==> src/rtl/smg_pkg.sv <==
// Shared types and constants for the seven-segment update arbiter.
package smg_pkg;

  typedef enum logic [1:0] {
    IDLE  = 2'd0,
    ISSUE = 2'd1,
    HOLD  = 2'd2
  } state_e;

  localparam int SMG_NO_W    = 2;
  localparam int SMG_DATA_W  = 4;
  localparam int GAP_DEFAULT = 40;

endpackage

==> src/rtl/rr_pick.sv <==
// Combinational round-robin picker: first set request at or after ptr, wrapping.
module rr_pick #(
  parameter  int N_REQ = 4,
  localparam int IW    = $clog2(N_REQ)
) (
  input  logic [N_REQ-1:0] req,
  input  logic [IW-1:0]    ptr,
  output logic             found,
  output logic [IW-1:0]    idx
);

  logic [IW:0] pos;
  logic        hit;

  // Scan from the pointer outward; the first hit wins and later hits are masked.
  always_comb begin
    found = 1'b0;
    idx   = '0;
    pos   = '0;
    hit   = 1'b0;
    for (int k = 0; k < N_REQ; k++) begin
      pos   = {1'b0, ptr} + (IW+1)'(k);
      pos   = (pos >= (IW+1)'(N_REQ)) ? pos - (IW+1)'(N_REQ) : pos;
      hit   = ~found & req[pos[IW-1:0]];
      idx   = hit ? pos[IW-1:0] : idx;
      found = found | hit;
    end
  end

endmodule

==> src/rtl/smg_arb.sv <==
// Round-robin arbiter sharing one smg_interface among N_REQ digit-update requesters,
// spacing smg_update pulses GAP cycles apart so each shift/latch completes.
module smg_arb
  import smg_pkg::*;
#(
  parameter int N_REQ = 4,
  parameter int GAP   = GAP_DEFAULT
) (
  input  logic                         clk,
  input  logic                         rst_n,
  input  logic [N_REQ-1:0]             req,
  input  logic [SMG_NO_W*N_REQ-1:0]    req_no,
  input  logic [SMG_DATA_W*N_REQ-1:0]  req_data,
  output logic [N_REQ-1:0]             ack,
  output logic [SMG_NO_W-1:0]          smg_no,
  output logic [SMG_DATA_W-1:0]        smg_data,
  output logic                         smg_update,
  output logic                         busy
);

  localparam int IW = $clog2(N_REQ);
  localparam int GW = $clog2(GAP);
  // HOLD lasts GAP-2 cycles (counter GAP-3 down to 0), giving a GAP-cycle period.
  localparam logic [GW-1:0] GAP_LOAD = GW'(GAP - 3);
  localparam logic [IW-1:0] LAST_IDX = IW'(N_REQ - 1);

  state_e                  state_q, state_d;
  logic [IW-1:0]           ptr_q, ptr_d;
  logic [IW-1:0]           grant_q, grant_d;
  logic [GW-1:0]           gap_q, gap_d;
  logic [SMG_NO_W-1:0]     no_q, no_d;
  logic [SMG_DATA_W-1:0]   data_q, data_d;
  logic [N_REQ-1:0]        ack_q, ack_d;
  logic                    upd_q, upd_d;
  logic                    busy_q, busy_d;

  logic                    pick_found;
  logic [IW-1:0]           pick_idx;
  logic [SMG_NO_W-1:0]     sel_no;
  logic [SMG_DATA_W-1:0]   sel_data;

  rr_pick #(.N_REQ(N_REQ)) u_pick (
    .req   (req),
    .ptr   (ptr_q),
    .found (pick_found),
    .idx   (pick_idx)
  );

  // Select the picked requester's digit index and value.
  always_comb begin
    sel_no   = '0;
    sel_data = '0;
    for (int i = 0; i < N_REQ; i++) begin
      sel_no   = (pick_idx == IW'(i)) ? req_no[i*SMG_NO_W +: SMG_NO_W] : sel_no;
      sel_data = (pick_idx == IW'(i)) ? req_data[i*SMG_DATA_W +: SMG_DATA_W] : sel_data;
    end
  end

  // Next-state and registered-output logic.
  always_comb begin
    state_d = state_q;
    ptr_d   = ptr_q;
    grant_d = grant_q;
    gap_d   = gap_q;
    no_d    = no_q;
    data_d  = data_q;
    ack_d   = '0;
    upd_d   = 1'b0;
    busy_d  = 1'b0;
    case (state_q)
      IDLE: begin
        if (pick_found) begin
          state_d = ISSUE;
          grant_d = pick_idx;
          no_d    = sel_no;
          data_d  = sel_data;
          ack_d   = {{(N_REQ-1){1'b0}}, 1'b1} << pick_idx;
          upd_d   = 1'b1;
          busy_d  = 1'b1;
        end else begin
          state_d = IDLE;
        end
      end
      ISSUE: begin
        ptr_d   = (grant_q == LAST_IDX) ? {IW{1'b0}} : grant_q + IW'(1);
        gap_d   = GAP_LOAD;
        state_d = HOLD;
        busy_d  = 1'b1;
      end
      HOLD: begin
        if (gap_q == {GW{1'b0}}) begin
          state_d = IDLE;
          busy_d  = 1'b0;
        end else begin
          gap_d   = gap_q - GW'(1);
          busy_d  = 1'b1;
        end
      end
      default: begin
        state_d = IDLE;
      end
    endcase
  end

  // State and output registers; rst_n is an active-high synchronous reset.
  always_ff @(posedge clk) begin
    if (rst_n) begin
      state_q <= IDLE;
      ptr_q   <= '0;
      grant_q <= '0;
      gap_q   <= '0;
      no_q    <= '0;
      data_q  <= '0;
      ack_q   <= '0;
      upd_q   <= 1'b0;
      busy_q  <= 1'b0;
    end else begin
      state_q <= state_d;
      ptr_q   <= ptr_d;
      grant_q <= grant_d;
      gap_q   <= gap_d;
      no_q    <= no_d;
      data_q  <= data_d;
      ack_q   <= ack_d;
      upd_q   <= upd_d;
      busy_q  <= busy_d;
    end
  end

  assign ack        = ack_q;
  assign smg_no     = no_q;
  assign smg_data   = data_q;
  assign smg_update = upd_q;
  assign busy       = busy_q;

endmodule

==> config.mk <==
export PLATFORM = sky130hd
export DESIGN_NAME = smg_arb
export DESIGN_NICKNAME = d
export VERILOG_FILES = /design/src/rtl/smg_pkg.sv /design/src/rtl/rr_pick.sv /design/src/rtl/smg_arb.sv
export SDC_FILE = /design/constraint.sdc
export NUM_CORES = 1
export LEC_CHECK = 0
export BUFFER_PORTS_ARGS = -buffer_cell sky130_fd_sc_hd__clkbuf_2
export CAP_MARGIN = 15
export CORE_MARGIN = 1
export CORE_UTILIZATION = 40
export CTS_CLUSTER_DIAMETER = 40
export DETAILED_ROUTE_END_ITERATION = 10
export GPL_TIMING_DRIVEN = 0
export PLACE_DENSITY_LB_ADDON = 0.1
export SYNTH_ARGS = -nofsm -noshare
export SYNTH_HDL_FRONTEND = slang
export SYNTH_SLANG_ARGS = --single-unit
==> constraint.sdc <==
create_clock -name clk -period 1.9 [get_ports clk]
set_input_delay 0.38 -clock clk [delete_from_list [all_inputs] [get_ports clk]]
set_output_delay 0.38 -clock clk [all_outputs]
set_load 0.02 [all_outputs]
==> metrics list, run 1 <==
* Max frequency: 584 MHz
* Share of final-layout standard cells stronger than drive strength 1: 37.2%
- Period utilisation layout: 90.2%
- No sink is reached through more buffers than the 2 on the longest clock path.
- The HPWL after detailed placement is 2160 um.
- Count of final max-slew check failures: 0
- Cells taking the most area after synthesis: sky130_fd_sc_hd__dfxtp_1, sky130_fd_sc_hd__mux2i_1, sky130_fd_sc_hd__o211ai_2
- Worst-Skew Late Latency: 0.32 ns
- Power Internal: 0.000953 W
- Measured along the x axis, the die boundary spans 58.4 um.
- Synth Flop Type: sky130_fd_sc_hd__dfxtp_1
* Synthesized netlist cell count: 135
- The tree built by TritonCTS fans out to 24 sinks.
* First-pass iteration count of the detailed router: 4
- The final count of hold timing violations is 0.
* Async SR Flop Fraction: 0%
- Register share of total power: 44.0%
- Of the total power, combinational logic draws 28.9%.
* Highest metal layer used by the detailed router: met4
- Worst-path maximum fanout: 8
- Count of routing violations after the opening detailed-route iteration: 40
- Most frequent cells after synthesis: sky130_fd_sc_hd__dfxtp_1, sky130_fd_sc_hd__nand2_1, sky130_fd_sc_hd__nor2_1
* Clock tree root driver cell: sky130_fd_sc_hd__clkbuf_4
- Worst clock skew: 0.00379 ns
- STA classifies the critical path startpoint as a flip-flop.
- At the end of routability-driven placement, the weighted congestion stood at 0.836.
- The total overflow left after global routing is 0.
- Post-synthesis net count: 167
- Overall via count from detail_route: 1143
- In this run the tool buffered the top-level ports with 40 buffer cells.
* Routed wire length on met2: 1360 um
- Biggest area consumer among synthesized cells: sky130_fd_sc_hd__dfxtp_1
- Using the TritonRoute via totals, the vias-per-cell ratio works out to 5.04.
- In this run switching power makes up 30.5% of total power.
- In the routed design, unresolved DRC markers number 0.
* Total number of placement rows: 20
- The tool flagged a number of max-cap violations equal to 0.
- Worst Setup Slack, final: 0.186 ns
- The total area inside the core boundary comes to 3030 um2.
- In this run the static leakage power is 0.717 nW.
* Pin count of the biggest net entering global routing: 15
- Share of total power in the clock network: 27.1%
- Setup repair after global routing left no endpoint under its margin.
- Average wire per cell in the routed design: 12.3 um
- The repair_antennas step left the layout with diodes totalling 0.
* Portion of the post-synthesis area used by sequential elements: 37.8%
* Net switching power figure: 0.000419 W
- Fraction of post-synthesis cell area in the top cell type by area: 37.8%
- By instance count, the leading cell after synthesis is sky130_fd_sc_hd__dfxtp_1.
- Critical path arrival: 1.96 ns
- The critical path in this run is classified as reg2reg.
- Measured along the y axis, the die boundary spans 58.4 um.
- Number of fill cells in the layout: 301
- Count of flip-flops with a built-in enable after synthesis: 0
- Slew at the pin with the worst max-slew slack: 0.613 ns
- P per Cell Area: 852 nW/um2
- Summed over all nets, wire length on met3 after detailed routing comes to 161 um.
* Class of the most critical hold timing path: in2reg
* Total of flip-flops plus latches after synthesis: 24
* Mapped Area: 1270 um2
- H-tree level count: 1
- The routed design could run at a clock period as short as 1.71 ns.
- Global-route usage over all layers: 17.8%
- Number of global-route vias before repair: 1051
- Cts hold-fix bufs: 0
- Io pins: 42
- Across the whole layout, storage elements account for 480 um2.
- After clock tree synthesis, the clock-pin slew on the worst setup and hold paths is 0.14 ns.
- The average instance in the mapped netlist occupies 9.43 um2.
* Total Die Area: 3410 um2
- Total power consumption of the routed design: 0.00137 W
* ANT nets after route: 0
- Yosys mapped the design onto 39 distinct sky130hd cell types.
* Area growth from synthesis to layout: 26.5%
* Post-cts repair resize count: 0
* Overall routed net length: 2790 um
- In this run, CTS created clock tree buffers numbering 3.
- In the final design database the tool counted 216 nets.
- The first global-routing pass estimated 4620 um of wire.
* Initial core utilization: 42.0%
* Multi-input logic area: 738 um2
* Pre-CTS setup slack: -0.00833 ns
- Required time of the critical path: 2.14 ns
- # setup viols final: 0
- The worst setup path is captured at a flip-flop.
- During synthesis, Yosys emitted a total of 0 warnings.
- After detailed routing, the wire length on met1 is 1250 um.
* TritonCTS clock tree: done
- Maximum VDD drop: 364 uV
- The number of antenna violations at the first check in global routing came to 0.
- Outcome: complete, no violations
* Worst slew margin relative to its limit: 59.0%
logic make-up (layout without fill, tap and decap cells):
family / Yosys count / count (layout) / share of synthesized area, %
flip-flops: 24 / 24 / 37.8
AO/OA/AOI/OAI: 33 / 33 / 22.3
adder cells (fa/ha/maj): 2 / 2 / 1.97
AND/OR/NAND/NOR: 52 / 52 / 22.5
XOR/XNOR: 2 / 2 / 1.38
buffers and inverters: 11 / 59 / 4.23
multiplexers: 11 / 11 / 9.83
routing by layer:
layer | up-vias | GRT usage [%]
li1 | 586 | -
met1 | 523 | 21.2
met2 | 32 | 32.3
met3 | 2 | 2.42
met4 | 0 | 7.14
met5 | - | 0
repair_timing:
| action | 4_1_cts | 5_1_grt |
|---|---|---|
| setup endpoints to repair | 0 | 3 |
| endpoints found under the hold margin | 0 | 0 |
| buffers inserted | 0 | 4 |
path summary, 6_finish.rpt:
| path | endpoint | startpoint | slack [ns] | cells past startpoint |
|---|---|---|---|---|
| hold / removal | gap_q[0] | rst_n | 0.29 | 2 |
| hold reg to reg | smg_no[0] | smg_no[0] | 0.50 | 2 |
| setup / recovery | gap_q[5] | gap_q[0] | 0.19 | 7 |
| setup reg to reg | gap_q[5] | gap_q[0] | 0.19 | 7 |
layout by cell type (no fill, tap or decap), drive strengths merged, types with 2 or more instances in the layout:
master  instances
nand2b          3
nand2          13
mux2            2
or2             2
nor2           14
nand4           6
a21o            7
dfxtp          24
a21oi           8
nor3            5
o211ai          6
mux2i           9
clkbuf         44
buf             9
and3b           2
o31ai           6
ha              2
a211oi          2
inv             5
nor4b           2
critical path: stages (launching register included):
cell and delay, ns:
sky130_fd_sc_hd__dfxtp_1 0.43, sky130_fd_sc_hd__inv_1 0.06, sky130_fd_sc_hd__ha_1 0.22, sky130_fd_sc_hd__inv_1 0.07
sky130_fd_sc_hd__o311a_4 0.23, sky130_fd_sc_hd__nor4b_1 0.33, sky130_fd_sc_hd__nor3_1 0.08, sky130_fd_sc_hd__a211oi_1 0.20
registers in the layout, summed over array words and instances, names as in the netlist:
| register | count |
|---|---|
| state_q | 2 |
| smg_no | 2 |
| ptr_q | 2 |
| busy | 1 |
| smg_update | 1 |
| gap_q | 6 |
| grant_q | 2 |
| smg_data | 4 |
| ack | 4 |
per-stage QoR:
stage | hold slack (ns) | TNS, ns | instances | util [%] | instance area (um2)
2_1_floorplan | 0.453 | 0 | 135 | - | 1270
6_report | 0.289 | 0 | 227 | 53.2 | 1610
4_1_cts | 0.280 | 0 | 223 | 52.2 | 1580
5_1_grt | 0.289 | 0 | 227 | 53.2 | 1610
3_5_place_dp | 0.470 | -0.0124 | 219 | 50.5 | 1530
3_3_place_gp | 0.455 | 0 | 219 | 50.5 | 1530
power by group through the flow:
stage / Sequential (W) / Clock, W / Combinational, W
3_3_place_gp: 0.000613 / 0 / 0.000378
6_report: 0.000604 / 0.000371 / 0.000396
3_5_place_dp: 0.000616 / 0 / 0.000385
2_1_floorplan: 0.000650 / 0 / 0.000235
5_1_grt: 0.000614 / 0.000400 / 0.000439
4_1_cts: 0.000605 / 0.000388 / 0.000386
final cells by class:
type                            count  share of cell area [%]
Buffer                              6                    2.18
Clock buffer                        3                    1.40
Multi-Input combinational cell    100                    45.8
Tap cell                           44                    3.42
Inverter                            5                    1.17
Clock inverter                      1                    1.86
Timing Repair Buffer               44                    14.3
Sequential cell                    24                    29.8
No activity file was read; power rests on OpenSTA's default activity.
==> run 2, diff against run 1 <==
--- a/config.mk
+++ b/config.mk
@@ -5,14 +5,15 @@
 export SDC_FILE = /design/constraint.sdc
 export NUM_CORES = 1
 export LEC_CHECK = 0
-export BUFFER_PORTS_ARGS = -buffer_cell sky130_fd_sc_hd__clkbuf_2
 export CAP_MARGIN = 15
 export CORE_MARGIN = 1
 export CORE_UTILIZATION = 40
 export CTS_CLUSTER_DIAMETER = 40
 export DETAILED_ROUTE_END_ITERATION = 10
+export DONT_BUFFER_PORTS = 1
 export GPL_TIMING_DRIVEN = 0
 export PLACE_DENSITY_LB_ADDON = 0.1
+export REMOVE_ABC_BUFFERS = 1
 export SYNTH_ARGS = -nofsm -noshare
 export SYNTH_HDL_FRONTEND = slang
 export SYNTH_SLANG_ARGS = --single-unit
==> metrics list, run 2 (synthesized netlist as in run 1, its figures left out) <==
- Maximum VDD drop: 444 uV
- CP max stage delay: 0.52 ns
- For this design the static power due to leakage is 0.513 nW.
* Worst-path maximum fanout: 8
- Critical register-to-register path startpoint: ptr_q[1]
- Overall via count from detail_route: 999
- Hold path startpoint: rst_n
- Critical path arrival: 1.90 ns
- Measured along the y axis, the die boundary spans 58.4 um.
- Sequence of cells on the critical path: mux2i_4 > nor2_4 > nor3_4 > buf_12 > mux2i_1 > o211ai_2
* Slowest cell on the critical path: sky130_fd_sc_hd__dfxtp_1
- DIE WIDTH: 58.4 um
- Setup violations remaining at the end of the flow were counted as 0.
- The worst setup path is captured at a flip-flop.
* ANT nets after route: 0
* Final net count: 169
* Class of the most critical hold timing path: in2reg
- Type of the worst setup path: reg2reg
- Clock buffers created by TritonCTS: 3
- Pin count of the biggest net entering global routing: 16
- After filler insertion, the fill cell instance count of the layout stands at 301.
* Number of global-route vias before repair: 888
- In this run the clock root is driven by a sky130_fd_sc_hd__clkbuf_4.
* Total number of placement rows: 20
- Pre-CTS setup slack: -0.0447 ns
- Of the available clock period, the critical path in the final layout requires 89.8%.
* Placeable core region: 3030 um2
- The placed instances occupy a cell area of 1290 um2.
- DP Wirelength: 1910 um
* Count of final max-slew check failures: 0
- Clock-pin slew was measured on the worst setup and hold paths at 0.12 ns.
- Of the cells placed in the final design, the portion with a size suffix greater than 1 is 18.5%.
* Io pins: 42
* Most frequent standard cell in the layout excluding fill and tap cells: sky130_fd_sc_hd__dfxtp_1
- Once the floorplan was initialized, standard cells occupied 42.0% of the core.
- For this run, design rule violations remaining after detail routing come to 0.
- Summing internal, switching and leakage power gives 0.00114 W.
- Routability-driven placement congestion ratio: 0.704
* Worst reg-to-reg setup slack: 0.19 ns
- The top cell types in the final layout, fill and taps aside, are sky130_fd_sc_hd__dfxtp_1, sky130_fd_sc_hd__nand2_1, sky130_fd_sc_hd__nor2_1, sky130_fd_sc_hd__mux2i_1.
* Count of routing violations after the opening detailed-route iteration: 62
* Number of buffers on the longest clock path: 2
- The first global-routing pass estimated 4080 um of wire.
- H-tree level count: 1
- TritonCTS built the clock tree.
- The worst register-to-register path ends at smg_no[1].
- Summed over all layers, the global routing overflow is 0.
* Number of antenna violations at the first check in global routing: 0
- For the final routed database, the setup TNS stands at 0 ns.
- The final count of hold timing violations was 0.
* Average wire per cell in the routed design: 14.6 um
- The area growth from synthesis to layout is 6.49%.
- Worst Setup Slack, final: 0.193 ns
- Number of antenna repair diodes: 0
- The register with the most flip-flops in the layout has 6 of them.
* Worst-Skew Late Latency: 0.30 ns
- Final worst path period need: 1.71 ns
- Count of buffers inserted at the top-level ports: 0
* Worst slew margin relative to its limit: 59.3%
- Global-route usage over all layers: 15.9%
- Overall routed net length: 2610 um
* Largest register by flop count: gap_q
- In the routed layout, each cell is associated on average with a via count of 5.58.
- The first TritonRoute pass finished after 4 iterations.
- The worst hold path terminates at grant_q[1].
- Across all hold checks on the routed design, the worst slack comes to 0.131 ns.
- The flow ran to the end, and the final reports show no timing, DRC or antenna violations.
- Clock tree synthesis found a total of 24 sinks.
* Cell area after layout: 1360 um2
- Slew at the pin with the worst max-slew slack: 0.611 ns
* Number of max-cap violations: 0
- Counting cells, the worst reg-to-reg path comes to 6.
- STA puts the critical path data required time at 2.10 ns.
* Worst Setup Start Kind: flip-flop
* Worst clock skew: 0.00192 ns
- Setup repair after global routing left no endpoint under its margin.
- Counting instances, the worst hold path has a depth of 1.
- For this design the ratio of total power to cell area is 842 nW/um2.
- The floorplan step defined a die boundary enclosing 3410 um2.
- Derived from the worst setup path, the maximum achievable clock frequency is 586 MHz.
-- run 2: changes by cell type in the layout (fill, tap and decap cells not counted), sizes merged --
cell,delta
buf,-6
bufinv,-1
clkbuf,-41
-- run 2: final cells by class --
| class | count | area [um2] | share of cell area (%) |
|---|---|---|---|
| sequential | 24 | 480 | 35.5 |
| timing repair buffer | 3 | 35.0 | 2.59 |
| inverter | 5 | 18.8 | 1.39 |
| clock buffer | 3 | 22.5 | 1.66 |
| tap | 44 | 55.1 | 4.06 |
| multi-input combinational | 100 | 743 | 54.8 |
-- run 2: timing repair --
item	CTS	global route
hold buffers	0	0
resized for setup	0	2
hold endpoints to repair	0	0
pin swaps	1	0
cloned	0	0
setup endpoints to repair	6	7
buffers inserted	3	0
-- run 2: worst max-delay path, delay by kind of cell, from the launching register on --
| kind | cells | cell delay [ns] |
|---|---|---|
| mux | 2 | 0.55 |
| flops | 1 | 0.52 |
| simple gates | 2 | 0.29 |
| buf+inv | 1 | 0.16 |
| compound gates | 1 | 0.08 |
-- run 2: worst max-delay path by stage --
stage | from | endpoint | slack, ns
2_1_floorplan | ptr_q[1] | smg_data[0] | 0.23
3_3_place_gp | ptr_q[1] | smg_no[1] | -0.01
3_5_place_dp | ptr_q[1] | smg_no[1] | -0.04
4_1_cts | ptr_q[1] | smg_data[1] | 0.11
5_1_grt | ptr_q[1] | smg_data[3] | 0.03
6_report | ptr_q[1] | smg_no[1] | 0.19
-- run 2: report_power, final --
group | total, W | leakage [nW] | internal, W | switching [W]
Sequential | 0.000651 | 0.197 | 0.000565 | 0.0000867
Clock | 0.000209 | 0.0138 | 0.0000739 | 0.000135
Combinational | 0.000280 | 0.302 | 0.000132 | 0.000149
-- run 2: per-layer routing --
| layer | global-route usage [%] | vias to the layer above | part of all wire [%] |
|---|---|---|---|
| met5 | 0 | - | 0 |
| met4 | 4.08 | 0 | 0.73 |
| met3 | 5.05 | 2 | 5.4 |
| met2 | 26.1 | 28 | 47 |
| met1 | 20.2 | 468 | 46 |
| li1 | - | 501 | - |
-- run 2: through the flow --
stage | utilization (%) | std cells
final | 44.8 | 179
after floorplan | - | 129
after CTS | 44.6 | 179
after global routing | 44.8 | 179
after detailed placement | 42.7 | 173
after global placement | 42.7 | 173
==> run 3, diff against run 2 <==
==> constraint.sdc (replaced) <==
create_clock -name clk -period 2.1 [get_ports clk]
set_input_delay 0.42 -clock clk [delete_from_list [all_inputs] [get_ports clk]]
set_output_delay 0.42 -clock clk [all_outputs]
set_load 0.02 [all_outputs]
==> metrics list, run 3 (synthesized netlist as in run 1, its figures left out) <==
- The first detailed-routing pass ran for 4 iterations.
- The worst setup path is of the reg2reg kind.
- In this run the worst path has a maximum fanout of 10.
- DIE WIDTH: 58.4 um
- Per report_power, the clock group accounts for 18.7% of the total.
- Critical path arrival: 2.12 ns
* Number of max-cap violations: 0
- The total area inside the core boundary comes to 3030 um2.
* TritonCTS clock tree: done
- Net switching power figure: 0.000332 W
- Ranked by flip-flop count, first place goes to gap_q.
- The worst setup path is launched from a flip-flop.
- Worst Reg-to-Reg Cells: 5
- The most critical setup path has its startpoint at ptr_q[1].
* Total Die Area: 3410 um2
- Count of final max-slew check failures: 0
* Overall routed net length: 2600 um
- Overall die height: 58.4 um
- Maximum VDD drop: 401 uV
* Number of antenna violations at the first check in global routing: 0
* Class of the most critical hold timing path: in2reg
* Leakage Power: 0.495 nW
- The top cell types in the final layout, fill and taps aside, are sky130_fd_sc_hd__dfxtp_1, sky130_fd_sc_hd__nor2_1, sky130_fd_sc_hd__nand2_1, sky130_fd_sc_hd__mux2i_1.
* Largest register FFs: 6
- Grt ovf: 0
- Final net count: 166
* Initial core utilization: 42.0%
- Register share of total power: 58.1%
- Number of global-route vias before repair: 872
* Worst-Skew Late Latency: 0.30 ns
- Setup repair after global routing left no endpoint under its margin.
- After clock tree synthesis, the clock-pin slew on the worst setup and hold paths is 0.12 ns.
- For this design the top-level I/O count stands at 42.
- Net switching is 32.8% of the power.
- For this block, the via count after detailed routing is 975.
* R2r endpoint: smg_no[1]
- Average wire per cell in the routed design: 14.8 um
- The initialized floorplan defines 20 standard-cell rows.
- Count of endpoints failing hold in the final timing report: 0
* TritonCTS Sinks: 24
- DP Wirelength: 1910 um
- Share of final-layout standard cells stronger than drive strength 1: 15.2%
- After the first detailed-routing iteration, the DRC count stood at 32.
* ANT nets after route: 0
- Entering global routing, the biggest net connects 16 pins.
- For the worst setup path, the data required time is 2.29 ns.
- Worst reg-to-reg setup slack: 0.17 ns
- P per Cell Area: 771 nW/um2
* Most frequent standard cell in the layout excluding fill and tap cells: sky130_fd_sc_hd__dfxtp_1
* Global-route wire length before repair: 4020 um
- Total negative slack for setup checks: 0 ns
* Clock buffers created by TritonCTS: 3
- Number of remaining DRC errors: 0
* Post-cts repair resize count: 0
- Number of buffers on the longest clock path: 2
* Final worst path period need: 1.93 ns
- Postcts setup bufs: 0
- Count of buffers inserted at the top-level ports: 0
* Routability-driven placement congestion ratio: 0.704
* Vias per inst: 5.54
* Critical register-to-register path startpoint: ptr_q[1]
* Worst clock skew: 0.00106 ns
* # setup viols final: 0
* Outcome: complete, no violations
- Share of power burned in combinational logic: 23.2%
- The repair_antennas step left the layout with diodes totalling 0.
* Worst slew margin relative to its limit: 58.9%
- In this run the clock root is driven by a sky130_fd_sc_hd__clkbuf_4.
- In this run the worst setup path terminates at smg_no[1].
- In the finished design, the share of the clock period the worst path needs comes to 92.1%.
- Worst hold slack across all endpoints: 0.170 ns
* Worst setup EP type: flip-flop
* Slew at the pin with the worst max-slew slack: 0.614 ns
- In the global route stage, overall resource usage came out at 15.7%.
* Max frequency: 517 MHz
- Number of fill cells in the layout: 304
* H-tree level count: 1
- The internal power of the cells totals 0.000682 W.
- From synthesis to final layout, the design area changed by 3.34%.
- Cts hold-fix bufs: 0
[run 3: cell count changes in the layout (fill, tap and decap cells not counted), sizes merged]
cell,previous run,this run
buf,3,0
[run 3: layout make-up]
| class | count | area, um2 | share of cell area (%) |
|---|---|---|---|
| inverters | 5 | 18.8 | 1.43 |
| clock buffers | 3 | 22.5 | 1.71 |
| well taps | 44 | 55.1 | 4.19 |
| multi-input cells | 100 | 738 | 56.1 |
| flip-flops and latches | 24 | 480 | 36.5 |
[run 3: layer usage]
layer  up-vias  part of all wire (%)  global-route usage, %
li1        489                     -                      -
met2        30                    47                   25.9
met5         -                     0                      0
met1       454                    46                   19.8
met4         0                  0.69                   4.08
met3         2                   5.6                   5.05
[run 3: worst max-delay path, stage by stage, from the launching register on]
cell and delay [ns]:
sky130_fd_sc_hd__dfxtp_1 0.52, sky130_fd_sc_hd__mux2i_4 0.32, sky130_fd_sc_hd__nor2_4 0.09, sky130_fd_sc_hd__nor3_4 0.49
sky130_fd_sc_hd__mux2i_1 0.31, sky130_fd_sc_hd__o211ai_2 0.09
[run 3: power groups by stage]
stage	Clock, W	Combinational [W]	Sequential [W]
after floorplan	0	0.000199	0.000590
after global placement	0	0.000234	0.000600
after detailed placement	0	0.000237	0.000600
after CTS	0.000205	0.000238	0.000590
after global routing	0.000224	0.000263	0.000597
final	0.000189	0.000235	0.000589
[run 3: worst min-delay path by stage]
stage	start	endpoint	slack [ns]	cells after the start
4_1_cts	rst_n	gap_q[2]	0.15	1
3_3_place_gp	gap_q[5]	gap_q[5]	0.48	1
6_report	rst_n	grant_q[1]	0.17	1
2_1_floorplan	gap_q[5]	gap_q[5]	0.45	1
3_5_place_dp	gap_q[5]	gap_q[5]	0.48	1
5_1_grt	rst_n	grant_q[0]	0.14	1
[run 3: stage by stage]
stage               std cells  area (um2)  power [W]  utilization [%]  setup slack (ns)
floorplan                 129        1240   0.000789                -             0.420
global placement          173        1290   0.000834             42.7             0.188
detailed placement        173        1290   0.000838             42.7             0.155
CTS                       176        1320    0.00103             43.4             0.141
global route              176        1320    0.00108             43.4            0.0409
finish                    176        1320    0.00101             43.4             0.166
